$ cat config.mk
export PLATFORM = sky130hd
export DESIGN_NAME = coin_acceptor_frontend_flat
export DESIGN_NICKNAME = d
export VERILOG_FILES = /design/src/rtl/coin_acceptor_frontend_if.sv /design/src/rtl/coin_acceptor_frontend.sv /design/src/flat_wrapper.sv
export SDC_FILE = /design/constraint.sdc
export NUM_CORES = 1
export LEC_CHECK = 0
export ABC_AREA = 1
export CAP_MARGIN = 0
export CORE_MARGIN = 1.5
export CORE_UTILIZATION = 36
export CTS_CLUSTER_DIAMETER = 50
export DETAILED_ROUTE_END_ITERATION = 10
export PLACE_DENSITY = 0.61
export REMOVE_ABC_BUFFERS = 1
export SLEW_MARGIN = 20
export SYNTH_ARGS = -nofsm -noshare
export SYNTH_HDL_FRONTEND = slang
export SYNTH_SLANG_ARGS = --single-unit
$ cat constraint.sdc
create_clock -name clk -period 2.5 [get_ports clk]
set_input_delay 0.5 -clock clk [delete_from_list [all_inputs] [get_ports clk]]
set_output_delay 0.5 -clock clk [all_outputs]
set_load 0.02 [all_outputs]
$ cat src/rtl/coin_acceptor_frontend_if.sv
// Sensor/controller bundle of the coin acceptor front end.
// master = sensors + vending controller side, slave = the front end itself.
interface coin_acceptor_frontend_if #(
   parameter int DEPTH = 4
);
   logic                     coin5_raw;
   logic                     coin10_raw;
   logic [1:0]               coin_out;
   logic                     burst_active;
   logic                     reject;
   logic [$clog2(DEPTH):0]   fifo_count;

   modport master (
      output coin5_raw, coin10_raw,
      input  coin_out, burst_active, reject, fifo_count
   );

   modport slave (
      input  coin5_raw, coin10_raw,
      output coin_out, burst_active, reject, fifo_count
   );
endinterface

$ cat src/rtl/coin_acceptor_frontend.sv
// Coin acceptor front end: synchronize/debounce two coin sensors, collect coins
// into a transaction and release it contiguously with one 00 terminator cycle.
module coin_acceptor_frontend #(
   parameter int DEBOUNCE_CYC = 4,
   parameter int WINDOW_CYC   = 16,
   parameter int DEPTH        = 4
) (
   input logic                      clk,
   input logic                      rst,
   coin_acceptor_frontend_if.slave  bus
);
   localparam int AW = $clog2(DEPTH);
   localparam int CW = AW + 1;
   localparam int DW = $clog2(DEBOUNCE_CYC);
   localparam int TW = $clog2(WINDOW_CYC);
   localparam logic [DW-1:0] DEB_LAST = DW'(DEBOUNCE_CYC - 1);
   localparam logic [TW-1:0] TMR_LAST = TW'(WINDOW_CYC - 1);
   localparam logic [CW-1:0] FULL_CNT = CW'(DEPTH);

   typedef enum logic [1:0] {
      S_IDLE    = 2'd0,
      S_COLLECT = 2'd1,
      S_RELEASE = 2'd2,
      S_GAP     = 2'd3
   } state_t;

   // Channel bit 0 is 5 rs, bit 1 is 10 rs; the bit pattern doubles as coin code and value.
   logic [1:0]    r_meta, r_sync, r_deb, r_deb_d;
   logic [DW-1:0] r_dcnt [2];

   state_t        r_state;
   logic [TW-1:0] r_tmr;
   logic [1:0]    r_acc;
   logic [1:0]    r_fifo [DEPTH];
   logic [AW-1:0] r_wr, r_rd;
   logic [CW-1:0] r_count;
   logic [1:0]    r_coin_out;
   logic          r_burst;
   logic          r_reject;

   logic [1:0]    w_ev;
   logic          w_any, w_both, w_full, w_accept, w_push;
   logic [2:0]    w_acc_sum;
   logic [1:0]    w_acc_next;
   logic [TW-1:0] w_tmr_inc;

   // Two-flop synchronizer followed by a stable-count debouncer per channel.
   always_ff @(posedge clk) begin
      if (rst) begin
         r_meta    <= 2'b00;
         r_sync    <= 2'b00;
         r_deb     <= 2'b00;
         r_deb_d   <= 2'b00;
         r_dcnt[0] <= '0;
         r_dcnt[1] <= '0;
      end else begin
         r_meta  <= {bus.coin10_raw, bus.coin5_raw};
         r_sync  <= r_meta;
         r_deb_d <= r_deb;
         for (int i = 0; i < 2; i++) begin
            if (r_sync[i] == r_deb[i]) begin
               r_dcnt[i] <= '0;
            end else if (r_dcnt[i] == DEB_LAST) begin
               r_deb[i]  <= r_sync[i];
               r_dcnt[i] <= '0;
            end else begin
               r_dcnt[i] <= r_dcnt[i] + DW'(1);
            end
         end
      end
   end

   // Event decode, accumulator saturation and push qualification.
   always_comb begin
      w_ev      = r_deb & ~r_deb_d;
      w_any     = |w_ev;
      w_both    = &w_ev;
      w_full    = (r_count == FULL_CNT);
      w_accept  = w_any & ~w_both & ~w_full;
      w_push    = w_accept & ((r_state == S_IDLE) | (r_state == S_COLLECT));
      w_acc_sum = {1'b0, r_acc} + {1'b0, w_ev};
      w_tmr_inc = r_tmr + TW'(1);
      if (w_acc_sum > 3'd3) begin
         w_acc_next = 2'd3;
      end else begin
         w_acc_next = w_acc_sum[1:0];
      end
   end

   // FIFO storage; no reset needed since occupancy is tracked separately.
   always_ff @(posedge clk) begin
      if (w_push) begin
         r_fifo[r_wr] <= w_ev;
      end
   end

   // Transaction FSM with registered outputs.
   always_ff @(posedge clk) begin
      if (rst) begin
         r_state    <= S_IDLE;
         r_tmr      <= '0;
         r_acc      <= 2'd0;
         r_wr       <= '0;
         r_rd       <= '0;
         r_count    <= '0;
         r_coin_out <= 2'b00;
         r_burst    <= 1'b0;
         r_reject   <= 1'b0;
      end else begin
         r_coin_out <= 2'b00;
         r_burst    <= 1'b0;
         r_reject   <= 1'b0;
         if (w_push) begin
            r_wr    <= r_wr + AW'(1);
            r_count <= r_count + CW'(1);
         end
         case (r_state)
            S_IDLE: begin
               if (w_push) begin
                  r_tmr   <= '0;
                  r_acc   <= w_ev;
                  r_state <= S_COLLECT;
               end else if (w_any) begin
                  r_reject <= 1'b1;
               end
            end
            S_COLLECT: begin
               if (w_push) begin
                  r_tmr <= '0;
                  r_acc <= w_acc_next;
                  if (w_acc_next == 2'd3) begin
                     r_state <= S_RELEASE;
                  end
               end else begin
                  r_reject <= w_any;
                  r_tmr    <= w_tmr_inc;
                  if (w_tmr_inc == TMR_LAST) begin
                     r_state <= S_RELEASE;
                  end
               end
            end
            S_RELEASE: begin
               r_burst  <= 1'b1;
               r_reject <= w_any;
               if (r_count != CW'(0)) begin
                  r_coin_out <= r_fifo[r_rd];
                  r_rd       <= r_rd + AW'(1);
                  r_count    <= r_count - CW'(1);
               end
               if (r_count <= CW'(1)) begin
                  r_state <= S_GAP;
               end
            end
            S_GAP: begin
               r_burst  <= 1'b1;
               r_reject <= w_any;
               r_acc    <= 2'd0;
               r_tmr    <= '0;
               r_state  <= S_IDLE;
            end
            default: begin
               r_state <= S_IDLE;
            end
         endcase
      end
   end

   assign bus.coin_out     = r_coin_out;
   assign bus.burst_active = r_burst;
   assign bus.reject       = r_reject;
   assign bus.fifo_count   = r_count;
endmodule

$ cat src/flat_wrapper.sv
// flat-port wrapper written by rule: the top's interface ports become plain ports
module coin_acceptor_frontend_flat 
#(
   parameter int DEBOUNCE_CYC = 4,
   parameter int WINDOW_CYC   = 16,
   parameter int DEPTH        = 4
)
  (clk, rst, bus_coin5_raw, bus_coin10_raw, bus_coin_out, bus_burst_active, bus_reject, bus_fifo_count);
  coin_acceptor_frontend_if #(.DEPTH(DEPTH)) bus_i ();
  input logic clk;
  input logic rst;
  input wire logic [$bits(bus_i.coin5_raw)-1:0] bus_coin5_raw;
  input wire logic [$bits(bus_i.coin10_raw)-1:0] bus_coin10_raw;
  output wire logic [$bits(bus_i.coin_out)-1:0] bus_coin_out;
  output wire logic [$bits(bus_i.burst_active)-1:0] bus_burst_active;
  output wire logic [$bits(bus_i.reject)-1:0] bus_reject;
  output wire logic [$bits(bus_i.fifo_count)-1:0] bus_fifo_count;
  assign bus_i.coin5_raw = bus_coin5_raw;
  assign bus_i.coin10_raw = bus_coin10_raw;
  assign bus_coin_out = bus_i.coin_out;
  assign bus_burst_active = bus_i.burst_active;
  assign bus_reject = bus_i.reject;
  assign bus_fifo_count = bus_i.fifo_count;
  coin_acceptor_frontend #(.DEBOUNCE_CYC(DEBOUNCE_CYC), .WINDOW_CYC(WINDOW_CYC), .DEPTH(DEPTH)) u_core (.clk(clk), .rst(rst), .bus(bus_i));
endmodule
-- After elaboration in Yosys (flattened, before gate mapping)
Memories as Yosys holds them, arrays and structs flattened. A register that Yosys moved wholly into a read port is not among the register bits.
Cells that the tools add are included.
- magnitude comparators: 2
- reductions and logical operators: 13
- equality and inequality tests: 15
- add/sub/neg operators: 8
- divide/modulo/power cells: 0
- mux-type cells: 53
- bitwise gates (word level): 18
- shift operators: 0
- multipliers: 0
- operators with widths (kind ; count):
    $mux W1 ; 30
    $mux W2 ; 14
    $pmux W4 S3 ; 1
    $eq A2 B2 Y1 const B ; 5
    $reduce_and A2 Y1 ; 5
    $mux W3 ; 3
    $add A2 B1 Y2 const B ; 4
    $mux W4 ; 2
    $pmux W2 S4 ; 1
    $or A1 B1 Y1 ; 7
    $ne A2 B1 Y1 const B ; 3
    $not A1 Y1 ; 6
    $pmux W2 S3 ; 1
    $reduce_bool A3 Y1 ; 2
    $add A4 B1 Y4 const B ; 1
    $eq A4 B4 Y1 const B ; 1
    $reduce_and A4 Y1 ; 1
    $reduce_or A2 Y1 ; 2
    $add A2 B2 Y3 ; 1
    $add A3 B1 Y3 const B ; 1
    $and A1 B1 Y1 ; 3
    $eq A3 B3 Y1 const B ; 1
    $gt A3 B2 Y1 const B ; 1
    $le A3 B1 Y1 const B ; 1
    other kinds (11) ; 12
- register bits: 25
- memories kept: 2
- input bits: 4
- latch bits: 0
- bits in read-only memories: 0
- RAM bits: 12
- memory list (name ; words ; width ; read ports ; clocked after memory_dff ; write ports ; RTL line ; text):
    u_core.r_fifo ; 4 ; 2 ; 1 ; 1 ; 1 ; coin_acceptor_frontend.sv:34 ; logic [1:0] r_fifo [DEPTH];
    u_core.r_dcnt ; 2 ; 2 ; 2 ; 0 ; 2 ; coin_acceptor_frontend.sv:29 ; logic [DW-1:0] r_dcnt [2];

-- Longest topological paths before layout
- depth after elaboration: 10
- mapped depth: 12

-- Least setup slack after synthesis
OpenSTA, ideal clock, no wires.
- path kind: reg-to-reg
- from: register u_core.r_deb[0]
- to: register u_core.r_state[1]
- clock period less this slack: 1.973 ns
- buffers on the path: 0
- stages on the path, launching flop included: 11
- data arrival time: 1.858 ns
- path slack: 0.527 ns
- cells stage by stage: dfxtp_1 inv_1 nor2_1 ha_1 inv_1 fa_1 o21ai_0 a21oi_2 nand2_2 a21oi_1 nor2_1
- word-level cells in the longest chain between the ends: 8
- elaborated cells between the ends (all ways): 17
- ends and longest elaborated chain (what ; RTL line ; text):
    start, declared ; coin_acceptor_frontend.sv:28 ; logic [1:0] r_meta, r_sync, r_deb, r_deb_d;
    start signal, assigned by index ; coin_acceptor_frontend.sv:64 ; r_deb[i] <= r_sync[i];
    $and A2 B2 Y2 (*) ; coin_acceptor_frontend.sv:75 ; w_ev = r_deb & ~r_deb_d;
    named net u_core.w_ev[0] ; coin_acceptor_frontend.sv:41 ; logic [1:0] w_ev;
    parallel branches: the longest is 7 deep, another holds $add A2 B2 Y3 ; - ;
    end signal, assigned ; coin_acceptor_frontend.sv:100 ; r_state <= S_IDLE;
    end signal, assigned ; coin_acceptor_frontend.sv:122 ; r_state <= S_COLLECT;
    end signal, assigned ; coin_acceptor_frontend.sv:132 ; r_state <= S_RELEASE;
    end, declared ; coin_acceptor_frontend.sv:31 ; state_t r_state;
Mark *: on every way through the listed nets, which the timed path passes.
A chain may end at the register's enable or synchronous reset.

-- Worst setup path in the final report
Same ends and word-level chain as after synthesis.

==> results.toml <==
[status]
status = "finished clean"

[die]
num_rows = 26
core_area_um2 = 5140
start_util = 0.375
die_area_um2 = 5810
ioPinCount = 11
dieWidth_um = 76.2
die_h_um = 76.2

[sta]
slew_viol_final = 0
hold_violations = 0
rsz0062_at_grt = "false"
period_minus_slack_ps = 1970
fmax_ghz = 0.509
finalSetupViolations = 0
finalSetupTns_ps = 0
worst_slack_ps = 534
worst_pin_slew_ps = 546
skew_ps = 8.08
hold_slack_ps = 405
fin_crit_sh = 0.786
slew_headroom = 0.633

[pwr]
p_sw_frac = 0.326
p_leak_nw = 0.936
p_per_area_nw_per_um2 = 772
p_switching_mw = 0.567
p_int_mw = 1.17
vdd_ir_drop_max_uv = 374
clock_power_share = 0.295
seq_power_share = 0.440
comb_power_share = 0.265

[clock_network]
cts_tree = "built"
clock_path_buffers = 2
post_cts_resize_count = 0
insertion_delay_ps = 290
cts_buffers = 5
clock-sinks = 39
cts_hold_buf = 0
cts_root_buf = "clkbuf_8"
post-cts-setup-buffers = 0
htree_levels = 2
path_clk_slew_ps = 80

[yosys]
synth_top_cells_by_count = "inv_1, nor2_1, dfxtp_1, nand2_1, ha_1"
async_flop_share = 0
ys_top_cells_by_area = "dfxtp_1, edfxtp_1, ha_1, inv_1, nor2_1"
synth-seq-area-share = 0.467
synth_edf_count = 12
synth_top_family_by_area = "simple AND/OR/NAND/NOR gates"
synth_simple_gate_area_frac = 0.179
yosysMostFrequentCell = "inv_1"
synth-xor-area-share = 0.0136
yosysTopAreaCell = "dfxtp_1"
synthDominantCellAreaShare = 0.280
synthFlopType = "dfxtp_1"
avgSynthCellArea_um2 = 8.57
yosys_warnings = 0
synth_adder_area_share = 0.134
ys_seq_elements = 39
synth_compound_area_frac = 0.115
synthesis.area_um2 = 1930
syn_inst = 225
synth_cell_types = 30
synth.mux.area_fraction = 0

[layout]
final_nets = 270
drive_gt1_frac = 0.0931
antenna_cells = 0
postLayoutCellArea_um2 = 2250
syn_to_final_growth_pct = 16.7
layoutNonFillerInstCount = 317

[critical_path]
critPathLaunchType = "flop"
arrival_ps = 2160
crit_required_ps = 2690
cp-end-kind = "flop"
crit_type = "reg -> reg"
worst-path-max-fanout = 4

[route]
drt-total-wl_mm = 3.20
firstDrtPassIters = 4
vias_per_cell = 4.47
drc = 0
vias = 1418
drtIter0Drc = 64
ant_nets = 0
wl_per_cell_um = 10.1

[grt]
grt_usage = 0.119
grt_pass1_vias = 1213
grt_antenna_before_repair = 0
grt_first_pass_wirelength_mm = 5.43
grt.overflow.total = 0
grt_max_degree = 17

[placement]
gp_congestion = 0.782
placedCellCount = 309
numPortBuffers = 10
place_ws_ps = 546
dpl_cell_area_um2 = 2140
hpwl_mm = 2.36

[run]
drv_cap = 0

[worst_hold_path]
holdCritPathClass = "reg -> reg"
[layout make-up]
| type | count | area (µm²) |
|---|---|---|
| clock buffers | 7 | 108 |
| clock inverters | 1 | 5.00 |
| fillers | 555 | 2890 |
| inverters | 43 | 161 |
| multi-input cells | 144 | 867 |
| flip-flops and latches | 39 | 901 |
| well taps | 70 | 87.6 |
| repair buffers | 13 | 123 |
[power groups by stage]
stage | logic (mW) | clock network [mW] | registers, mW
finish | 0.461 | 0.513 | 0.766
CTS | 0.466 | 0.523 | 0.767
global route | 0.527 | 0.552 | 0.775
floorplan | 0.332 | 0 | 0.789
detailed placement | 0.464 | 0 | 0.782
global placement | 0.457 | 0 | 0.780
[sequential cells by signal (all words and copies together) (netlist names), 3 cells and up]
name / flops
u_core.bus.fifo_count: 3
u_core.r_fifo: 8
u_core.r_tmr: 4
u_core.r_dcnt: 4
[metrics by stage]
stage	total power [mW]	utilization
final	1.74	0.438
after global routing	1.85	0.438
after CTS	1.76	0.438
after detailed placement	1.25	0.416
after global placement	1.24	0.416
after floorplan	1.12	-
[layout by cell type, fill, tap and decap left out, drive strengths merged]
master	count
a31oi	2
o31ai	1
nand3	11
a211oi	1
nor3	3
xor2	2
xnor2	1
nor2	34
nand4	1
nand2	29
o211ai	2
edfxtp	12
clkbuf	7
dfxtp	27
inv	43
a21oi	17
fa	1
conb	4
clkdlybuf4s50	10
buf	3
o21ai	16
clkinv	1
ha	19
[kinds of logic (layout without fill, tap and decap cells)]
| logic type | count (synthesis) | count (layout) |
|---|---|---|
| AND/OR/NAND/NOR | 78 | 78 |
| XOR/XNOR | 3 | 3 |
| other | 1 | 4 |
| adder cells (fa/ha/maj) | 20 | 20 |
| flip-flops | 39 | 39 |
| buffers and inverters | 45 | 64 |
| AO/OA/AOI/OAI | 39 | 39 |
[worst max-delay path, stage by stage (launching register included)]
cell     delay (ps)
dfxtp_1         350
inv_1            70
nor2_1          130
ha_1            160
inv_1            50
fa_1            550
o21ai_0         120
a21oi_2         160
nand2_2          90
a21oi_1         130
nor2_1           60
[path summary, 6_finish.rpt]
| kind | start | end | slack [ps] | cells past startpoint |
|---|---|---|---|---|
| hold reg to reg | u_core.r_meta[0] | u_core.r_sync[0] | 400 | 2 |
| hold / removal | u_core.r_meta[0] | u_core.r_sync[0] | 400 | 2 |
| setup reg to reg | u_core.r_deb[0] | u_core.r_state[1] | 530 | 10 |
| setup / recovery | u_core.r_deb[0] | u_core.r_state[1] | 530 | 10 |
[per-layer routing]
metal  share of wire  vias up  wire length (µm)  track usage
li1                -      757                 -            -
met1            0.48      638              1530        0.141
met2            0.47       18              1510        0.195
met3           0.037        5               119       0.0419
met4           0.013        0                42       0.0500
met5               0        -                 0            0
Note: power is estimated with default switching activity, not from simulation.
